==> src/rtl/shift_pkg.sv <==
// -----------------------------------------------------------------------------
// shift_pkg
//   Shared encodings for the iterative shifter and the control FSM that drives
//   it: des_op command codes, shifter state encoding and the shift-amount width.
//   No ports (package).
// -----------------------------------------------------------------------------
package shift_pkg;

  typedef enum logic [2:0] {
    DES_NOP  = 3'd0,
    DES_LOAD = 3'd1,
    DES_SLL  = 3'd2,
    DES_SRL  = 3'd3,
    DES_SRA  = 3'd4,
    DES_ROR  = 3'd5
  } des_op_e;

  typedef enum logic [1:0] {
    IDLE   = 2'd0,
    LOADED = 2'd1,
    SHIFT  = 2'd2,
    DONE   = 2'd3
  } shift_state_e;

  // Shift amounts come from a 5-bit shamt / rs[4:0] field.
  localparam int SHAMT_W = 5;

endpackage

==> src/rtl/shift_step.sv <==
// -----------------------------------------------------------------------------
// shift_step
//   Combinational single step of the iterative shifter: shifts value by s bits
//   according to op (SLL, SRL, SRA, ROR). Any other op passes value through.
// Ports:
//   op     in   3        shift command (des_op encoding)
//   value  in   WIDTH    current shift register contents
//   s      in   SHAMT_W  bits to shift this step (0..STEP)
//   result out  WIDTH    shifted value
// -----------------------------------------------------------------------------
module shift_step
  import shift_pkg::*;
#(
  parameter int WIDTH = 32
) (
  input  logic [2:0]         op,
  input  logic [WIDTH-1:0]   value,
  input  logic [SHAMT_W-1:0] s,
  output logic [WIDTH-1:0]   result
);

  logic signed [WIDTH-1:0] value_s;

  always_comb begin
    value_s = value;
    result  = value;
    case (op)
      DES_SLL: result = value << s;
      DES_SRL: result = value >> s;
      // Arithmetic shift replicates the current bit WIDTH-1, so the sign is
      // preserved across successive steps.
      DES_SRA: result = value_s >>> s;
      // Rotate: bits leaving bit 0 re-enter at the top.
      DES_ROR: result = WIDTH'({value, value} >> s);
      default: result = value;
    endcase
  end

endmodule

==> src/rtl/shift_unit.sv <==
// -----------------------------------------------------------------------------
// shift_unit
//   Iterative shifter for the multicycle datapath. A LOAD latches the operand
//   and the shift amount; a following shift command shifts STEP bits per cycle
//   until the amount is exhausted, then pulses done for one cycle. des_out
//   feeds the write-back mux.
//   Optional feature: define SHIFT_ROTATE_EN to make des_op=5 a rotate right;
//   otherwise op 5 is ignored like a NOP.
// Parameters:
//   WIDTH  datapath width (32)
//   STEP   bits shifted per cycle (1, 2, 4, 8 or 16)
// Ports:
//   clk      in   1      system clock, rising edge
//   rst      in   1      asynchronous active-low reset
//   des_op   in   3      command (NOP, LOAD, SLL, SRL, SRA, ROR)
//   des_n    in   5      shift amount
//   des_in   in   WIDTH  operand
//   des_out  out  WIDTH  shift register contents
//   busy     out  1      shift in progress
//   done     out  1      one-cycle pulse, result valid on des_out
// -----------------------------------------------------------------------------
module shift_unit
  import shift_pkg::*;
#(
  parameter int WIDTH = 32,
  parameter int STEP  = 1
) (
  input  logic             clk,
  input  logic             rst,
  input  logic [2:0]       des_op,
  input  logic [4:0]       des_n,
  input  logic [WIDTH-1:0] des_in,
  output logic [WIDTH-1:0] des_out,
  output logic             busy,
  output logic             done
);

  localparam logic [SHAMT_W-1:0] STEP_AMT = SHAMT_W'(STEP);

  shift_state_e       state_q, state_d;
  logic [WIDTH-1:0]   data_q, data_d;
  logic [SHAMT_W-1:0] cnt_q, cnt_d;
  // Last accepted shift op; also selects the operation while in SHIFT.
  logic [2:0]         last_op_q, last_op_d;
  logic [SHAMT_W-1:0] step_amt;
  logic [WIDTH-1:0]   step_out;

  function automatic logic is_shift_op(input logic [2:0] op);
    case (op)
      DES_SLL, DES_SRL, DES_SRA: return 1'b1;
`ifdef SHIFT_ROTATE_EN
      DES_ROR:                   return 1'b1;
`else
      DES_ROR:                   return 1'b0;
`endif
      default:                   return 1'b0;
    endcase
  endfunction

  // Final step may be shorter than STEP when the remaining count is smaller.
  always_comb begin
    step_amt = (cnt_q < STEP_AMT) ? cnt_q : STEP_AMT;
  end

  shift_step #(
    .WIDTH (WIDTH)
  ) u_step (
    .op     (last_op_q),
    .value  (data_q),
    .s      (step_amt),
    .result (step_out)
  );

  always_comb begin
    state_d   = state_q;
    data_d    = data_q;
    cnt_d     = cnt_q;
    last_op_d = last_op_q;

    // Seeing NOP or LOAD re-arms the edge detector, so the same shift op can
    // run again. Inputs are ignored entirely while shifting.
    if (state_q != SHIFT && (des_op == DES_NOP || des_op == DES_LOAD)) begin
      last_op_d = DES_NOP;
    end

    case (state_q)
      IDLE: begin
        if (des_op == DES_LOAD) begin
          data_d  = des_in;
          cnt_d   = des_n;
          state_d = LOADED;
        end
      end
      LOADED: begin
        if (des_op == DES_LOAD) begin
          data_d = des_in;
          cnt_d  = des_n;
        end else if (is_shift_op(des_op) && des_op != last_op_q) begin
          last_op_d = des_op;
          state_d   = (cnt_q == '0) ? DONE : SHIFT;
        end
      end
      SHIFT: begin
        data_d = step_out;
        cnt_d  = cnt_q - step_amt;
        // Leave on the step that exhausts the count: ceil(n/STEP) shift
        // cycles after the accept cycle.
        if (cnt_d == '0) begin
          state_d = DONE;
        end
      end
      DONE: begin
        state_d = LOADED;
      end
      default: begin
        state_d = IDLE;
      end
    endcase
  end

  always_ff @(posedge clk or negedge rst) begin
    if (!rst) begin
      state_q   <= IDLE;
      data_q    <= '0;
      cnt_q     <= '0;
      last_op_q <= '0;
    end else begin
      state_q   <= state_d;
      data_q    <= data_d;
      cnt_q     <= cnt_d;
      last_op_q <= last_op_d;
    end
  end

  assign des_out = data_q;
  assign busy    = (state_q == SHIFT);
  assign done    = (state_q == DONE);

endmodule

==> config.mk <==
export PLATFORM = sky130hd
export DESIGN_NAME = shift_unit
export DESIGN_NICKNAME = d
export VERILOG_FILES = /design/src/rtl/shift_pkg.sv /design/src/rtl/shift_step.sv /design/src/rtl/shift_unit.sv
export SDC_FILE = /design/constraint.sdc
export NUM_CORES = 1
export LEC_CHECK = 0
export ABC_AREA = 1
export ABC_CLOCK_PERIOD_IN_PS = 3060
export BUFFER_PORTS_ARGS = -buffer_cell sky130_fd_sc_hd__buf_2
export CAP_MARGIN = 30
export CORE_ASPECT_RATIO = 0.9
export CORE_MARGIN = 2
export CORE_UTILIZATION = 45
export DETAILED_ROUTE_END_ITERATION = 7
export PLACE_DENSITY = 0.71
export SETUP_SLACK_MARGIN = 0.1
export SYNTH_ARGS = -nofsm -noshare
export SYNTH_HDL_FRONTEND = slang
export SYNTH_SLANG_ARGS = --single-unit
==> constraint.sdc <==
create_clock -name clk -period 3.06 [get_ports clk]
set_input_delay 0.306 -clock clk [delete_from_list [all_inputs] [get_ports clk]]
set_output_delay 0.306 -clock clk [all_outputs]
set_load 0.01 [all_outputs]
==> results_dict.tcl, run 1 <==
set metrics [dict create \
    status "completed" \
    setup_tns_ns 0 \
    synth-async-reset-ratio 1.00 \
    cts_root_buf "clkbuf_8" \
    detail_route.wl_per_cell_um 12.7 \
    path_buf_inv 2 \
    drive_gt1_frac 0.214 \
    postRouteAntennaNets 0 \
    die_area_sq_mm 0.00738 \
    critPathCaptureType "flop" \
    io_pins 76 \
    synth_edf_count 0 \
    path_clk_slew_ns 0.08 \
    startpoint_type "flop" \
    cellLeakagePower_nw 1.99 \
    clock_sinks 42 \
    clk_path_buf_depth 2 \
    crit_top_cell "nand2_1" \
    cp_data_required_time_ns 3.30 \
    max_freq_ghz 0.478 \
    post-synth-top-area-cell "dfrtp_1" \
    rsz0062_at_grt "false" \
    fin_crit_ns 2.09 \
    hold_viol 0 \
    synth_ff_type "dfrtp_1" \
    worstMarginPinSlew_ns 0.970 \
    synth_common_cells "nand2_1 (196), nor2_1 (47), dfrtp_1 (42)" \
    ir_drop_uv 389 \
    antennaDiodeCount 0 \
    fillers 685 \
    dr.first_iter.drc_count 233 \
    dr.pass1.iters 4 \
    regArea_sq_mm 0.00105 \
    route.vias.total 3083 \
    synthCells 470 \
    crit_path_max_fanout 21 \
    layout_setup_ws_ns 0.967 \
    area_delta_synth_final_pct 16.7 \
    grtUsageTotal 0.221 \
    crit_type "reg2reg" \
    multiInputGateArea_sq_mm 0.00166 \
    arrival_ns 2.33 \
    gp_congestion 0.869 \
    ys_seq_elements 42 \
    yosysSeqAreaShare 0.348 \
    io_buffers 75 \
    via_per_inst 4.92 \
    synth_area_sq_mm 0.00302 \
    place_area_sq_mm 0.00342 \
    maxCapViolations 0 \
    max_stage_delay_ns 0.40 \
    die_x_um 90.4 \
    fin_worst_skew_ns 0.00683 \
    core.rowCount 28 \
    hold_class "in2reg" \
    final_net_count 583 \
    grt_first_pass_wirelength_um 13200 \
    routed_wl_um 7930 \
    cts_tree "built" \
    syn_area_per_cell_sq_um 6.43 \
    place_hpwl_um 5890 \
    setup_viol 0 \
    postLayoutCellArea_sq_mm 0.00353 \
    core_area_sq_mm 0.00655 \
    clk_latency_ns 0.30 \
    grt_overflow_total 0 \
    crit_family "simple AND/OR/NAND/NOR gates" \
    p_per_area_mw_per_mm2 1160 \
    post-synth-top-count-cell "nand2_1" \
    yosys_warnings 0 \
    grt_max_degree 41 \
    drc_errors 0 \
    slew_viol_final 0 \
    grt_antenna_before_repair 0 \
    die_h_um 81.7 \
    syn_nets 517 \
    final_util 0.538 \
    cts-htree-levels 2 \
    cp_slowest_cell "dfrtp_1" \
    period_share 0.684 \
    cts_buffers 5 \
    relSlewSlack 0.353 \
    start_util 0.461 \
    synthTopCellsByArea "dfrtp_1 (35%), nand2_1 (24%), nand3_1 (6.6%)" \
    ys_types 30 \
    grt_pass1_vias 2751 \
    cts.repair.resized 0 \
    crit_chain "inv_1, ha_1, nand3_2, nand3_4, inv_2, nand2_1, nor2_1, nand2_1, nand2_1" \
    pre_cts_slack_ns 0.967 \
    yosysTopAreaCellShare 0.348 \
]
[power by group]
part / internal, mW / switching (mW)
Combinational: 0.906 / 1.69
Clock: 0.182 / 0.196
Sequential: 0.850 / 0.270
[what timing repair did]
item,in CTS,in global routing
hold endpoints to repair,14,0
endpoints found under the setup margin,0,0
hold buffers,1,0
setup buffers,0,0
[final timing paths]
check / from / to / slack (ns) / depth (start not counted)
worst max-delay path: state_q[0] / des_out[30] / 0.97 / 9
max in group asynchronous: rst / des_out[15] / 2.11 / 3
worst min register to register: des_out[20] / des_out[20] / 0.51 / 2
worst max register to register: state_q[0] / des_out[30] / 0.97 / 9
worst min-delay path: des_n[0] / cnt_q[0] / 0.28 / 3
min in group asynchronous: rst / cnt_q[3] / 0.47 / 2
[logic make-up (layout without fill, tap and decap cells)]
kind of cell	after synthesis	count (layout)	share of synthesized area
and+or+nand+nor	302	302	0.424
buffers and inverters	68	135	0.105
AOI/OAI and AO/OA	53	53	0.102
DFF	42	42	0.348
adders and majority gates	5	5	0.0207
[area by class of cell]
class	instances	area share
multi-input cells	360	0.470
repair buffers	82	0.126
clock inverters	1	0.00142
clock buffers	7	0.0245
well taps	90	0.0319
inverters	45	0.0486
flip-flops and latches	42	0.298
[sequential cells by signal, indices dropped and copies added, names as in the netlist]
| register | cells |
|---|---|
| last_op_q | 3 |
| des_out | 32 |
| state_q | 2 |
| cnt_q | 5 |
[worst reg2reg max path: stages, from the launching register on]
cell	delay, ns
dfrtp_1	0.40
inv_1	0.08
ha_1	0.38
nand3_2	0.17
nand3_4	0.27
inv_2	0.34
nand2_1	0.17
nor2_1	0.11
nand2_1	0.06
nand2_1	0.06
[through the flow]
step                      hold slack, ns  instances  power (mW)
after global placement             0.491        617        3.64
final                              0.277        627        4.09
after floorplan                   0.0104        470        3.08
after CTS                          0.266        627        4.12
after detailed placement           0.256        618        3.73
after global routing               0.292        627        4.55
[routing by layer]
layer  global-route usage  share of wire
met5                    0              0
met4               0.0508         0.0089
met3               0.0385          0.053
met2                0.374           0.46
met1                0.300           0.48
[placed cells by master, fill, tap and decap left out]
master / instances
nand2_1: 196
buf_2: 75
nor2_1: 47
dfrtp_1: 42
nand3_1: 40
inv_1: 38
a21oi_1: 17
o21ai_1: 12
o21ai_0: 8
a21oi_2: 7
inv_2: 6
clkbuf_8: 6
ha_1: 5
buf_4: 5
nand2_2: 4
a21boi_1: 4
nand4_1: 3
nor2_2: 2
nor3_1: 2
nor2_4: 2
nand3_4: 2
nand3b_1: 2
a31oi_1: 2
o21ai_2: 1
nand3_2: 1
nor2_8: 1
inv_4: 1
o211ai_1: 1
a22oi_1: 1
clkinv_2: 1
clkbuf_1: 1
dlygate4sd3_1: 1
buf_12: 1
(Power assumes the default switching activity.)
==> inputs of run 2 (changes only) <==
--- a/config.mk
+++ b/config.mk
@@ -6,14 +6,14 @@
 export NUM_CORES = 1
 export LEC_CHECK = 0
 export ABC_AREA = 1
-export ABC_CLOCK_PERIOD_IN_PS = 3060
+export ABC_CLOCK_PERIOD_IN_PS = 1900
 export BUFFER_PORTS_ARGS = -buffer_cell sky130_fd_sc_hd__buf_2
 export CAP_MARGIN = 30
 export CORE_ASPECT_RATIO = 0.9
 export CORE_MARGIN = 2
 export CORE_UTILIZATION = 45
 export DETAILED_ROUTE_END_ITERATION = 7
-export PLACE_DENSITY = 0.71
+export PLACE_DENSITY = 0.74
 export SETUP_SLACK_MARGIN = 0.1
 export SYNTH_ARGS = -nofsm -noshare
 export SYNTH_HDL_FRONTEND = slang
==> constraint.sdc (replaced) <==
create_clock -name clk -period 1.9 [get_ports clk]
set_input_delay 0.19 -clock clk [delete_from_list [all_inputs] [get_ports clk]]
set_output_delay 0.19 -clock clk [all_outputs]
set_load 0.01 [all_outputs]
==> run 2 against run 1 <==
Sequential cell count unchanged. Clock-buffer cell count decreased by 2. Critical path depth unchanged. Setup slack worse by 0.76 ns. First-iteration DRC count decreased by 24%. Sequential share of layout area fell by 1.5 points. Core utilization rose by 3.2 points. Cell area up 5.9%. Critical path type unchanged. Critical endpoint is now des_out[4].
==> results_dict.tcl, run 2 (synthesis gave the netlist of run 1 again) <==
set metrics [dict create \
    status "completed" \
    core.rowCount 28 \
    max_freq_ghz 0.591 \
    path_clk_slew_ns 0.08 \
    via_per_inst 4.97 \
    hold_class "in2reg" \
    cts_tree "built" \
    drive_gt1_frac 0.264 \
    clock_sinks 42 \
    met1_usage 0.289 \
    fin_crit_ns 1.69 \
    grt_max_degree 32 \
    die_x_um 90.4 \
    critPathCaptureType "flop" \
    grt_busiest_layer "met2" \
    place_inst 626 \
    arrival_ns 1.92 \
    maxCapViolations 0 \
    clk_latency_ns 0.31 \
    hold_viol 0 \
    routed_wl_um 8050 \
    use_met2 0.359 \
    postLayoutCellArea_sq_mm 0.00373 \
    grt_antenna_before_repair 0 \
    clk_path_buf_depth 2 \
    detail_route.wl_per_cell_um 12.5 \
    gp_congestion 0.867 \
    io_buffers 75 \
    grt_pass1_vias 2866 \
    largest_register_ffs 32 \
    pre_cts_slack_ns 0.142 \
    crit_top_cell "nor2_1" \
    cellLeakagePower_nw 2.08 \
    crit_path_max_fanout 7 \
    stdcell_count 646 \
    antennaDiodeCount 0 \
    grt_first_pass_wirelength_um 12800 \
    final_util 0.570 \
    start_util 0.461 \
    setup_tns_ns 0 \
    reg2reg_depth 9 \
    relSlewSlack 0.721 \
    core_area_sq_mm 0.00655 \
    dr.first_iter.drc_count 176 \
    grtUsageTotal 0.215 \
    p_per_area_mw_per_mm2 1930 \
    rsz0062_at_grt "true" \
    startpoint_type "flop" \
    cp_data_required_time_ns 2.12 \
    die_area_sq_mm 0.00738 \
    die_h_um 81.7 \
    fin_worst_skew_ns 0.00887 \
    p_total_mw 7.19 \
    worstMarginPinSlew_ns 0.419 \
    ir_drop_uv 655 \
    cts-htree-levels 2 \
    final_common_cell "nand2_1" \
    grt_overflow_total 0 \
    place_area_sq_mm 0.00348 \
    period_share 0.891 \
    whs_ns 0.163 \
    io_pins 76 \
    place_hpwl_um 5950 \
    final_net_count 602 \
    crit_chain "ha_1, nor2_1, inv_1, nand2_2, nand3_4, nor2_8, buf_4, nor2_1, a21oi_1" \
    dr.pass1.iters 4 \
    route.vias.total 3210 \
    setup_viol 0 \
    max_stage_delay_ns 0.43 \
    drc_errors 0 \
    postRouteAntennaNets 0 \
    crit_type "reg2reg" \
    cts_root_buf "clkbuf_8" \
    area_delta_synth_final_pct 23.7 \
    layout_setup_ws_ns 0.207 \
    cts_buffers 5 \
    final_cell_mix "nand2_1 (195), buf_2 (75), nor2_1 (46), nand3_1 (39), dfrtp_1 (38)" \
    cp_slowest_cell "dfrtp_1" \
    use_met3 0.0385 \
    hold_depth 3 \
    slew_viol_final 0 \
]
-- run 2: changes by cell type in the layout (fill, tap and decap cells not counted), moves of 2 or more --
| cell | delta |
|---|---|
| buf_4 | +19 |
| dfrtp_1 | -4 |
| dfrtp_2 | +4 |
| ha_1 | -2 |
| inv_1 | -2 |
| nor2_4 | +2 |
-- run 2: worst paths after layout --
check | from | to | slack, ns
setup / recovery | state_q[0] | des_out[4] | 0.21
hold / removal | des_n[0] | cnt_q[0] | 0.16
setup reg to reg | state_q[0] | des_out[4] | 0.21
hold reg to reg | des_out[24] | des_out[24] | 0.52
max in group asynchronous | rst | cnt_q[1] | 0.99
min in group asynchronous | rst | des_out[14] | 0.35
-- run 2: critical path: cells and delay by family, from the launching register on --
kind | cells | cell delay (ns)
AO/OA/AOI/OAI | 1 | 0.12
adder cells (fa/ha/maj) | 1 | 0.26
buffers and inverters | 2 | 0.21
flip-flops | 1 | 0.43
AND/OR/NAND/NOR | 5 | 0.58
-- run 2: final cells by class --
cell class | instances | area (sq um)
clock buffers | 5 | 68.8
clock inverters | 3 | 40.0
fillers | 653 | 2820
inverters | 45 | 176
multi-input cells | 360 | 1700
flip-flops and latches | 42 | 1060
well taps | 90 | 113
repair buffers | 101 | 586
-- run 2: repair_timing --
item	4_1_cts	5_1_grt
buffers inserted	0	11
setup endpoints to repair	0	35
hold buffers	1	0
hold endpoints to repair	15	0
resized for setup	0	17
-- run 2: power by group --
| group | switching [mW] | internal (mW) |
|---|---|---|
| registers | 0.438 | 1.38 |
| logic | 2.84 | 1.82 |
| clock network | 0.326 | 0.387 |
-- run 2: metal layers --
layer / wire (um) / vias up
met4: 131 / 0
met2: 3590 / 98
met5: 0 / -
li1: - / 1645
met3: 446 / 13
met1: 3880 / 1454
